## src/rtl/board_panel_ctrl.sv

```systemverilog
// Front-panel glue: switch synchroniser/debouncer with rise pulses, edge counter,
// heartbeat, and a hex seven-segment driver. BOARD_PANEL_LZ_BLANK_EN enables leading-zero blanking.
module board_panel_ctrl #(
  parameter int NUM_SW         = 18,
  parameter int NUM_DIGITS     = 8,
  parameter int SAMPLE_DIV     = 50000,
  parameter int STABLE_SAMPLES = 4
) (
  input  logic                    clock_50,
  input  logic                    resetn,
  input  logic [NUM_SW-1:0]       switch,
  input  logic [4*NUM_DIGITS-1:0] display_value,
  input  logic                    display_load,
  output logic [NUM_SW-1:0]       switch_db,
  output logic [NUM_SW-1:0]       switch_rise,
  output logic [6:0]              seven_seg_n [NUM_DIGITS-1:0],
  output logic [NUM_SW-1:0]       led_red,
  output logic [8:0]              led_green
);

  localparam int             PW       = (SAMPLE_DIV > 1) ? $clog2(SAMPLE_DIV) : 1;
  localparam logic [PW-1:0]  PMAX     = PW'(SAMPLE_DIV - 1);
  localparam logic [3:0]     STABLE_C = 4'(STABLE_SAMPLES);

  function automatic logic [6:0] hex7(input logic [3:0] n);
    logic [6:0] s;
    case (n)
      4'h0: s = 7'h40;
      4'h1: s = 7'h79;
      4'h2: s = 7'h24;
      4'h3: s = 7'h30;
      4'h4: s = 7'h19;
      4'h5: s = 7'h12;
      4'h6: s = 7'h02;
      4'h7: s = 7'h78;
      4'h8: s = 7'h00;
      4'h9: s = 7'h10;
      4'hA: s = 7'h08;
      4'hB: s = 7'h03;
      4'hC: s = 7'h46;
      4'hD: s = 7'h21;
      4'hE: s = 7'h06;
      default: s = 7'h0E;
    endcase
    return s;
  endfunction

  logic [NUM_SW-1:0]       sync1_q, sync2_q;
  logic [PW-1:0]           presc_q, presc_d;
  logic                    sample_tick;
  logic [3:0]              cnt_q [NUM_SW];
  logic [3:0]              cnt_d [NUM_SW];
  logic [NUM_SW-1:0]       db_q, db_d, db_prev_q, rise_q, rise_d;
  logic [7:0]              edge_cnt_q, edge_cnt_d;
  logic [7:0]              hb_cnt_q, hb_cnt_d;
  logic                    hb_q, hb_d;
  logic [4*NUM_DIGITS-1:0] held_q, held_d;
  logic [NUM_DIGITS-1:0]   blank;
  logic [6:0]              seg_q [NUM_DIGITS-1:0];
  logic [6:0]              seg_d [NUM_DIGITS-1:0];

  assign sample_tick = (presc_q == PMAX);

  always_comb begin
    presc_d = sample_tick ? '0 : presc_q + 1'b1;
    db_d    = db_q;
    for (int i = 0; i < NUM_SW; i++) begin
      cnt_d[i] = cnt_q[i];
      if (sample_tick) begin
        if (sync2_q[i] != db_q[i]) begin
          if (cnt_q[i] + 4'd1 == STABLE_C) begin
            db_d[i]  = ~db_q[i];
            cnt_d[i] = 4'd0;
          end else begin
            cnt_d[i] = cnt_q[i] + 4'd1;
          end
        end else begin
          cnt_d[i] = 4'd0;
        end
      end
    end
    // Rise pulse and edge count both land one edge after switch_db moves.
    rise_d     = db_q & ~db_prev_q;
    edge_cnt_d = (|rise_d) ? edge_cnt_q + 8'd1 : edge_cnt_q;
    hb_cnt_d   = sample_tick ? hb_cnt_q + 8'd1 : hb_cnt_q;
    hb_d       = (sample_tick && hb_cnt_q == 8'hFF) ? ~hb_q : hb_q;
    held_d     = display_load ? display_value : held_q;
  end

  always_comb begin
    blank = '0;
`ifdef BOARD_PANEL_LZ_BLANK_EN
    begin
      logic lz;
      lz = 1'b1;
      for (int i = NUM_DIGITS - 1; i > 0; i--) begin
        lz       = lz & (held_q[4*i +: 4] == 4'h0);
        blank[i] = lz;
      end
    end
`endif
    for (int i = 0; i < NUM_DIGITS; i++) begin
      seg_d[i] = blank[i] ? 7'h7F : hex7(held_q[4*i +: 4]);
    end
  end

  always_ff @(posedge clock_50 or negedge resetn) begin
    if (!resetn) begin
      sync1_q    <= '0;
      sync2_q    <= '0;
      presc_q    <= '0;
      db_q       <= '0;
      db_prev_q  <= '0;
      rise_q     <= '0;
      edge_cnt_q <= '0;
      hb_cnt_q   <= '0;
      hb_q       <= 1'b0;
      held_q     <= '0;
      for (int i = 0; i < NUM_SW; i++) cnt_q[i] <= 4'd0;
      for (int i = 0; i < NUM_DIGITS; i++) begin
`ifdef BOARD_PANEL_LZ_BLANK_EN
        seg_q[i] <= (i == 0) ? 7'h40 : 7'h7F;
`else
        seg_q[i] <= 7'h40;
`endif
      end
    end else begin
      sync1_q    <= switch;
      sync2_q    <= sync1_q;
      presc_q    <= presc_d;
      db_q       <= db_d;
      db_prev_q  <= db_q;
      rise_q     <= rise_d;
      edge_cnt_q <= edge_cnt_d;
      hb_cnt_q   <= hb_cnt_d;
      hb_q       <= hb_d;
      held_q     <= held_d;
      for (int i = 0; i < NUM_SW; i++) cnt_q[i] <= cnt_d[i];
      for (int i = 0; i < NUM_DIGITS; i++) seg_q[i] <= seg_d[i];
    end
  end

  assign switch_db   = db_q;
  assign switch_rise = rise_q;
  assign led_red     = db_q;
  assign led_green   = {hb_q, edge_cnt_q};
  assign seven_seg_n = seg_q;

endmodule

```

## config.mk

```make
export PLATFORM = sky130hd
export DESIGN_NAME = board_panel_ctrl
export DESIGN_NICKNAME = d
export VERILOG_FILES = /design/src/rtl/board_panel_ctrl.sv
export SDC_FILE = /design/constraint.sdc
export NUM_CORES = 1
export LEC_CHECK = 0
export ABC_AREA = 1
export BUFFER_PORTS_ARGS = -buffer_cell sky130_fd_sc_hd__buf_4
export CAP_MARGIN = 20
export CORE_ASPECT_RATIO = 1.25
export CORE_UTILIZATION = 34
export DETAILED_ROUTE_END_ITERATION = 8
export GPL_TIMING_DRIVEN = 0
export PLACE_DENSITY = 0.54
export RECOVER_POWER = 50
export SYNTH_ARGS = -nofsm -noshare
export SYNTH_HDL_FRONTEND = slang
export SYNTH_SLANG_ARGS = --single-unit
```

## constraint.sdc

```tcl
create_clock -name clock_50 -period 1.82 [get_ports clock_50]
set_input_delay 0.182 -clock clock_50 [delete_from_list [all_inputs] [get_ports clock_50]]
set_output_delay 0.182 -clock clock_50 [all_outputs]
set_load 0.01 [all_outputs]
```

==> results.txt <==
* Core Area: 39,300 µm²
* Critical path endpoint category: flop
- Clock tree from TritonCTS: yes
* Clk pin slew, worst setup/hold paths: 0.06 ns
* Worst max-slew margin expressed relative to the limit: 56.7%
* End point of the critical path: led_red[12]
* HPWL after detailed placement: 20,900 µm
- The worst hold path belongs to the class input port to flop.
- Area added between synthesis and finish: 23.9%
- The count of nets left with antenna violations once routing finished came out at 0.
- First-pass GRT wire length: 50,600 µm
* Number of slew-limit violations in the final report: 0
- Number of nets produced by synthesis: 1,678
- Of the cells placed in the final design, the portion with a size suffix greater than 1 is 12.4%.
- The routed layout has 10,597 vias.
- Yosys printed 0 warnings.
- Library cells used by synthesis: 36
* Area of the multi-input gates: 5440 µm²
* Startpoint of the most critical setup path: presc_q[0]
- Max IR drop VDD: 680 µV
- Counting every instance in the synthesized netlist gives 1,555.
- Total DRC errors in the routed layout: 0
* Setup violators final: 0
* Fin Setup TNS: 0 ns
- The repair_antennas step left the layout with diodes totalling 0.
* Flip-flop and latch area: 7090 µm²
- Insertion delay of the later-clocked pin in the worst-skew pair: roughly 0.52 ns
- Number of primary I/O pins: 172
* Horizontal die dimension: approximately 180 µm
- The final layout contains routed wiring with a total length of 30,200 µm.
* # rows: 81
- Actual slew at the worst max-slew pin: approximately 0.65 ns
- DR WL/cell: between 10 and 15 µm
- Across the run, the number of max-cap violations was 0.
- Worst setup margin: 0.147 ns
- The run finished with clean final reports.
* Worst reg2reg path startpoint: presc_q[0]
- Via density: 4.54
- Port bufs: 170
- The endpoint identified for the worst register-to-register timing path is led_red[12].
* # clock sinks: 283
* Share of the clock period used by the worst path: 91.9%
- Type of the worst setup path: flop to flop
- The initial antenna violation count was 0.
- The finished layout holds 2,333 standard cells, fillers aside.
- On the final layout, the worst clock skew is about 0.023 ns.
- Maximum buffer depth of the clock tree: 3
- Summed over all layers, the global routing overflow is 0.
* Overall global routing resource usage: 15.1%
* Leak: 8.90 nW
- Clock tree synthesis inserted a total of 34 buffers.
- Data on the critical path is required at its endpoint by between 2 and 2.5 ns.
- The die covers 41,000 µm².
* R2r setup slk: about 0.15 ns
- CP Launch Type: flop
* Router iterations before antenna repair: 5
- Pin count of the biggest net entering global routing: 107
- Mean cell area of the mapped netlist: about 8.8 µm²
* Most frequent cells in the layout: sky130_fd_sc_hd__nand2_1 (475), sky130_fd_sc_hd__dfrtp_1 (275), sky130_fd_sc_hd__inv_1 (201), sky130_fd_sc_hd__clkbuf_1 (111), sky130_fd_sc_hd__o21ai_0 (100)
* Number of hold-slack violations in the final timing report: 0
- At the placement stage, the worst setup path has a slack of -0.0345 ns.
- After the first detailed-routing iteration, the DRC count stood at 485.
- In this run, synthesis produced a sequential element count of 283.
- Number of filler instances in the final layout: 3,928
- The tightest hold path in the finished design has a slack of 0.154 ns.
- Counting I/O delays and the setup requirement, the final critical path takes 1.67 ns.
- Mapped Area: 13,700 µm²
- Setup repair after global routing left no endpoint under its margin.
- In this run, placement finished with an instance count of between 2,000 and 2,500.
- Timing would allow up to 0.598 GHz.
* Starting Density: 34.7%
* Die Y-Extent: 226 µm
* Root buf cell: sky130_fd_sc_hd__clkbuf_16
- The via count of the first global-routing pass was 10,348.
* H-tree depth: 2
* Most common cell after layout, fill and taps aside: sky130_fd_sc_hd__nand2_1
* Maximum net fanout on the critical path: 10
- Power spread over the standard cell area amounts to just under 900 nW/µm².
* Seq/Total Area, Yosys: 51.9%
* Data arrival time of the critical path: 2.07 ns
- Register-to-Register Path Depth: 9
- The net count of the finished layout is 1,938.
* Placer's final routability congestion estimate: 0.857
timing repair:
action                                 4_1_cts  5_1_grt
hold buffers                                51        0
resized for setup                            1        8
endpoints found under the hold margin      128        0
pin swaps                                    0        1
setup buffers                                0        1
setup endpoints to repair                    8       50
power by group:
part	switching [mW]	leakage (nW)	internal (mW)
combinational	0.839	4.69	0.489
clock	2.63	0.519	3.94
sequential	0.135	3.69	6.61
critical path: stages (launching register included):
cell                      delay [ns]
sky130_fd_sc_hd__dfrtp_1        0.36
sky130_fd_sc_hd__ha_1           0.19
sky130_fd_sc_hd__nand2_2        0.10
sky130_fd_sc_hd__nor2_8         0.14
sky130_fd_sc_hd__nand3_4        0.12
sky130_fd_sc_hd__nor2_8         0.21
sky130_fd_sc_hd__buf_6          0.22
sky130_fd_sc_hd__nand3_1        0.09
sky130_fd_sc_hd__nand2_1        0.08
sky130_fd_sc_hd__inv_1          0.03
synth_stat cells, drive strengths merged:
master	instances	area share (%)
a21oi	50	1.8
a32o	6	0.44
a32oi	1	0.064
buf	35	2.2
clkbuf	21	0.58
clkinv	1	0.027
dfrtp	275	50
dfstp	8	1.5
ha	70	6.4
inv	205	5.6
nand2	478	13
nand3	74	2.8
nand3b	1	0.055
nand4	24	1.1
nor2	108	4.7
nor3	4	0.15
o211ai	2	0.11
o21ai	134	5.2
o21bai	19	1.0
o31ai	2	0.11
or2	1	0.046
xnor2	7	0.45
xor2	29	1.9
worst min-delay path by stage:
stage | start | to | slack [ns] | cells past startpoint
floorplan | resetn | cnt_q[0] | -0.11 | 0
global placement | switch[11] | sync1_q[11] | 0.29 | 1
detailed placement | resetn | sync1_q[4] | 0.23 | 1
CTS | display_load | held_q[0] | 0.13 | 2
global route | display_load | held_q[2] | 0.16 | 2
finish | display_load | held_q[2] | 0.15 | 2
layout make-up:
| cell class | count | share of cell area [%] |
|---|---|---|
| Timing Repair Buffer | 224 | 9.18 |
| Sequential cell | 283 | 41.9 |
| Buffer | 56 | 2.26 |
| Clock inverter | 5 | 0.333 |
| Tap cell | 498 | 3.68 |
| Clock buffer | 51 | 5.94 |
| Inverter | 206 | 4.57 |
| Multi-Input combinational cell | 1010 | 32.1 |
metrics by stage:
step                      cell area, µm²  util, %  total power [mW]
after CTS                          17200     43.7              15.1
after floorplan                    13700        -              7.50
after global placement             15600     39.6              8.23
final                              16900     43.0              14.6
after global routing               16900     43.0              15.3
after detailed placement           15600     39.7              8.25
sequential cells by signal, indices dropped and copies added (netlist names), 16 cells and up:
name,cells
sync2_q,18
held_q,32
cnt_q,72
led_red,18
sync1_q,18
switch_rise,18
seven_seg_n,56
db_prev_q,18
presc_q,16
layer usage:
layer / global-route usage [%] / up-vias / part of all wire (%)
met5: 0 / - / 0
met4: 4.76 / 0 / 2.3
li1: - / 5384 / -
met1: 18.3 / 4957 / 43
met3: 4.03 / 55 / 5.7
met2: 26.1 / 201 / 49
logic make-up after synthesis:
logic type / Yosys count / share of synthesized area [%]
buffers and inverters: 262 / 8.39
XOR/XNOR: 36 / 2.31
flip-flops: 283 / 51.9
adder cells (fa/ha/maj): 70 / 6.41
AO/OA/AOI/OAI: 214 / 8.79
AND/OR/NAND/NOR: 690 / 22.2
Note: power is estimated with default switching activity, not from simulation.
